`config.mk`:
```
export PLATFORM = sky130hd
export DESIGN_NAME = lsu_mem_if
export DESIGN_NICKNAME = d
export VERILOG_FILES = /design/src/rtl/lsu_mem_if.sv
export SDC_FILE = /design/constraint.sdc
export NUM_CORES = 1
export LEC_CHECK = 0
export BUFFER_PORTS_ARGS = -buffer_cell sky130_fd_sc_hd__buf_2
export CORE_MARGIN = 2
export CORE_UTILIZATION = 51
export CTS_CLUSTER_DIAMETER = 120
export DETAILED_ROUTE_END_ITERATION = 10
export PLACE_DENSITY = 0.85
export SLEW_MARGIN = 20
export SYNTH_ARGS = -nofsm -noshare
export SYNTH_HDL_FRONTEND = slang
export SYNTH_SLANG_ARGS = --single-unit
```
`constraint.sdc`:
```
create_clock -name clk -period 7.3 [get_ports clk]
set_input_delay 0.73 -clock clk [delete_from_list [all_inputs] [get_ports clk]]
set_output_delay 0.73 -clock clk [all_outputs]
set_load 0.01 [all_outputs]
```
`src/rtl/lsu_mem_if.sv`:
```
// lsu_mem_if: RV32I load/store unit in front of a word-addressed, byte-masked
// data memory with a one-cycle registered read.
module lsu_mem_if #(
    parameter int MEM_AW = 8
) (
    input  logic              clk,
    input  logic              rst,
    input  logic              op_valid,
    output logic              op_ready,
    input  logic              op_we,
    input  logic [2:0]        op_funct3,
    input  logic [31:0]       op_addr,
    input  logic [31:0]       op_wdata,
    output logic              load_valid,
    output logic [31:0]       load_data,
    output logic              store_done,
    output logic              err,
    output logic              mem_request,
    output logic              mem_we_re,
    output logic [MEM_AW-1:0] mem_address,
    output logic [31:0]       mem_data_in,
    output logic [3:0]        mem_mask,
    input  logic [31:0]       mem_data_out
);

    typedef enum logic [1:0] {IDLE, ISSUE, WAIT} state_t;

    state_t            state_reg, state_next;
    logic              we_reg;
    logic [2:0]        funct3_reg;
    logic [1:0]        off_reg;
    logic [MEM_AW-1:0] mem_address_reg;
    logic [31:0]       mem_data_in_reg;
    logic [3:0]        mem_mask_reg;
    logic [31:0]       load_data_reg;
    logic              load_valid_reg;
    logic              store_done_reg;
    logic              err_reg;

    logic              accept;
    logic              legal_f3;
    logic              misaligned;
    logic              accept_ok;
    logic              accept_bad;
    logic [3:0]        lane_mask;
    logic [31:0]       lane_wdata;
    logic [31:0]       shifted;
    logic [31:0]       load_ext;

    // Address bits above the memory range are deliberately ignored.
    logic unused_addr_bits;
    assign unused_addr_bits = &{1'b0, op_addr[31:MEM_AW+2]};

    // Decode the request: legality, alignment, lane mask and replicated data.
    always_comb begin
        accept     = (state_reg == IDLE) && op_valid;
        legal_f3   = 1'b0;
        misaligned = 1'b0;
        lane_mask  = 4'b1111;
        lane_wdata = op_wdata;
        case (op_funct3)
            3'b000, 3'b001, 3'b010: legal_f3 = 1'b1;
            3'b100, 3'b101:         legal_f3 = !op_we;
            default:                legal_f3 = 1'b0;
        endcase
        case (op_funct3[1:0])
            2'b00: begin
                lane_mask  = 4'b0001 << op_addr[1:0];
                lane_wdata = {4{op_wdata[7:0]}};
            end
            2'b01: begin
                misaligned = op_addr[0];
                lane_mask  = 4'b0011 << op_addr[1:0];
                lane_wdata = {2{op_wdata[15:0]}};
            end
            default: begin
                misaligned = (op_addr[1:0] != 2'b00);
            end
        endcase
        accept_ok  = accept && legal_f3 && !misaligned;
        accept_bad = accept && !(legal_f3 && !misaligned);
    end

    // State register.
    always_ff @(posedge clk or posedge rst) begin
        if (rst) begin
            state_reg <= IDLE;
        end else begin
            state_reg <= state_next;
        end
    end

    // Next-state and handshake/strobe outputs.
    always_comb begin
        state_next  = state_reg;
        op_ready    = 1'b0;
        mem_request = 1'b0;
        mem_we_re   = 1'b0;
        case (state_reg)
            IDLE: begin
                op_ready = 1'b1;
                if (accept_ok) begin
                    state_next = ISSUE;
                end
            end
            ISSUE: begin
                mem_request = 1'b1;
                mem_we_re   = we_reg;
                state_next  = we_reg ? IDLE : WAIT;
            end
            WAIT: begin
                state_next = IDLE;
            end
            default: begin
                state_next = IDLE;
            end
        endcase
    end

    // Capture the accepted transaction; memory-side fields hold until the next one.
    always_ff @(posedge clk or posedge rst) begin
        if (rst) begin
            we_reg          <= 1'b0;
            funct3_reg      <= 3'b000;
            off_reg         <= 2'b00;
            mem_address_reg <= '0;
            mem_data_in_reg <= 32'h0;
            mem_mask_reg    <= 4'b0000;
        end else if (accept_ok) begin
            we_reg          <= op_we;
            funct3_reg      <= op_funct3;
            off_reg         <= op_addr[1:0];
            mem_address_reg <= op_addr[MEM_AW+1:2];
            mem_data_in_reg <= lane_wdata;
            // Loads present an all-zero mask so the memory never sees a write lane.
            mem_mask_reg    <= op_we ? lane_mask : 4'b0000;
        end
    end

    // Select the addressed lane from the read word and extend it.
    always_comb begin
        shifted = mem_data_out >> {off_reg, 3'b000};
        case (funct3_reg)
            3'b000:  load_ext = {{24{shifted[7]}}, shifted[7:0]};
            3'b001:  load_ext = {{16{shifted[15]}}, shifted[15:0]};
            3'b100:  load_ext = {24'h0, shifted[7:0]};
            3'b101:  load_ext = {16'h0, shifted[15:0]};
            default: load_ext = mem_data_out;
        endcase
    end

    // Completion pulses and the load result register.
    always_ff @(posedge clk or posedge rst) begin
        if (rst) begin
            load_data_reg  <= 32'h0;
            load_valid_reg <= 1'b0;
            store_done_reg <= 1'b0;
            err_reg        <= 1'b0;
        end else begin
            load_valid_reg <= (state_reg == WAIT);
            store_done_reg <= (state_reg == ISSUE) && we_reg;
            err_reg        <= accept_bad;
            if (state_reg == WAIT) begin
                load_data_reg <= load_ext;
            end
        end
    end

    assign load_valid  = load_valid_reg;
    assign load_data   = load_data_reg;
    assign store_done  = store_done_reg;
    assign err         = err_reg;
    assign mem_address = mem_address_reg;
    assign mem_data_in = mem_data_in_reg;
    assign mem_mask    = mem_mask_reg;

endmodule

```
==> metrics.cfg <==
[critical_path]
end_kind = register
path_delay_family = buffers and inverters
crit_start = op_funct3[1]
cp_slowest_cell = buf_4
crit_buf_inv = 2
crit_path_end = mem_address[6]
cp_cell_sequence = buf_2 -> a221oi_2 -> o211ai_4 -> buf_4 -> mux2_4
crit_required_ns = 7.52
timing.rr.end = load_data[20]
cp_max_fo = 72
max_stage_delay_ns = 0.68
timing.rr.start = off_reg[1]
rr_worst_depth = 4
startpoint_type = input port
arrival_ns = 2.84
critical_path_cell_count = 5
reg2reg_setup_slack_ns = 5.01
path_class = input port to register

[logic_synthesis]
synth_top_area_share_pct = 51.5
yosysWarnings = 0
syn-cell-area_um2 = 4230
synthTopCellsByCount = dfrtp_1 (87), nand2_1 (68), o21ai_0 (42)
synth_sequential_area_ratio_pct = 51.5
synth_compound_area_share_pct = 12.7
syn_inst = 420
ys_types = 32
synth_largest_area_cell = dfrtp_1
ys_seq_elements = 87
yosysMostFrequentCell = dfrtp_1
synth_top_family_by_area = multiplexers
ys_top_cells_by_area = dfrtp_1 (52%), mux2i_1 (8.1%), mux2_4 (7.8%), nand2_1 (6.0%), o21ai_0 (5.0%)
synthMuxAreaShare_pct = 16.1
synth_xor_area_share_pct = 0
async_reset_ff_share_pct = 100
synth_area_per_cell_um2 = 10.1
synth_fa_ha_area_share_pct = 0
synth_edf_count = 0
synthSimpleGateAreaFrac_pct = 16.0
synth_flop_cell = dfrtp_1
synth_fp_nets = 523

[clock_network]
cts_tree = built
cts.clk_slew.worst_paths_ns = 0.08
cts-root-buf = clkbuf_8
cts_resized = 0
worstSkewPairLatency_ns = 0.34
cts_setup_buffers = 0
cts_hold_buffers = 0
clkSinkCount = 87
clock_path_buffers = 2
cts_inserted_buffers = 9
htree_levels = 3

[pwr]
p_per_area_nw_per_um2 = 311
p_leak_nw = 2.77
finalPower_mw = 1.63
peakVddDrop_v = 0.000138

[hold_path]
hold_class = register to register

[cells_and_area]
multi_input_area_um2 = 1900
stdcell_count = 677
drive_gt1_share_pct = 36.0
area_growth_pct = 24.0
fin_nets = 671
antenna_cells = 0
fillCellCount = 675
seq_area_um2 = 2180

[drt]
dr_wl_met2_um = 5100
via_per_inst = 5.41
highest_layer = met4
drt_wl_total_um = 10600
drtIter0Drc = 169
routed-wl-met3_um = 972
drc = 0
wl_per_cell_um = 15.6
vias = 3663
antenna_left = 0
dr.pass1.iters = 4
wl_met1_um = 4260

[sta]
timing.hold.ws_ns = 0.467
timing.fmax_mhz = 383
hold_violations = 0
tns_ns = 0
clock_skew_ns = 0.00953
finalCritPeriodShare_pct = 35.8
setup_viol = 0
period_needed_ns = 2.61
rsz0062_at_grt = false
slew_headroom_pct = 34.8
worst_slew_pin_slew_ns = 0.978
finalMaxSlewViolations = 0

[die]
rows = 33
coreArea_um2 = 8130
die-area_um2 = 9030
pin_count = 185
die_x_um = 95.0
initial_core_util_pct = 51.9
die_height_um = 95.0

[job]
maxCapViolations = 0

[global_routing]
first_global_vias = 3573
grt_max_degree = 88
grt_usage_pct = 24.1
antenna_found_initial = 0
gr-total-overflow = 0
grt_pass1_wl_um = 16800

[placed_design]
numPortBuffers = 162
gp_congestion = 0.841
dp_hpwl_um = 7380
place_inst = 662

[outcome]
outcome = completed

==> area by class of cell <==
class | count | share of cell area (%)
inverter | 5 | 0.382
multi-input combinational | 300 | 36.3
tap | 105 | 2.51
clock inverter | 1 | 0.573
sequential | 87 | 41.5
clock buffer | 14 | 2.72
timing repair buffer | 165 | 16.0
==> worst min-delay path by stage <==
| stage | to | slack (ns) | cells after the start | from |
|---|---|---|---|---|
| 3_3_place_gp | state_reg[1] | 0.44 | 1 | we_reg |
| 5_1_grt | state_reg[1] | 0.47 | 1 | we_reg |
| 4_1_cts | state_reg[1] | 0.46 | 1 | we_reg |
| 6_report | state_reg[1] | 0.47 | 1 | we_reg |
| 3_5_place_dp | state_reg[1] | 0.45 | 1 | we_reg |
| 2_1_floorplan | state_reg[1] | 0.42 | 1 | we_reg |
==> where the power goes <==
part	switching, mW	total, mW	internal, mW
clock network	0.156	0.313	0.158
registers	0.119	0.757	0.639
logic	0.299	0.560	0.261
==> cell families after synthesis <==
logic type	count (synthesis)
AOI/OAI and AO/OA	94
buffers and inverters	33
DFF	87
muxes	57
and+or+nand+nor	149
==> routing by layer <==
| layer | up-vias | global-route usage [%] |
|---|---|---|
| li1 | 1743 | - |
| met1 | 1708 | 30.3 |
| met2 | 191 | 38.3 |
| met3 | 21 | 7.35 |
| met4 | 0 | 11.1 |
| met5 | - | 0 |
==> worst reg2reg max path, delay by kind of cell (launching register included) <==
kind	cells	cell delay (ns)
flops	1	0.75
compound gates	2	0.82
mux	1	0.38
simple gates	1	0.18
==> layout by cell type (no fill, tap or decap), types with 2 or more instances in the layout <==
master    synthesis  routed
a21oi_1          17      17
a22oi_1           7       7
and2_1            8       8
buf_2             4     162
buf_4             3       2
clkbuf_1         16       5
clkbuf_8          0       9
dfrtp_1          87      87
inv_1             4       3
mux2_4           22      22
mux2i_1          34      34
nand2_1          68      68
nand2b_1         10      10
nand3_1          32      32
nor2_1           22      22
nor2b_1           5       5
o21ai_0          42      42
o21ai_1          21      21
==> through the flow <==
stage          setup slack, ns  utilization, %  instance area (µm²)
6_report                  4.69            64.4                 5240
5_1_grt                   4.56            64.4                 5240
4_1_cts                   4.70            64.4                 5240
3_5_place_dp              4.32            62.3                 5060
3_3_place_gp              4.37            62.3                 5060
2_1_floorplan             4.32               -                 4230
Note: power is estimated with default switching activity, not from simulation.
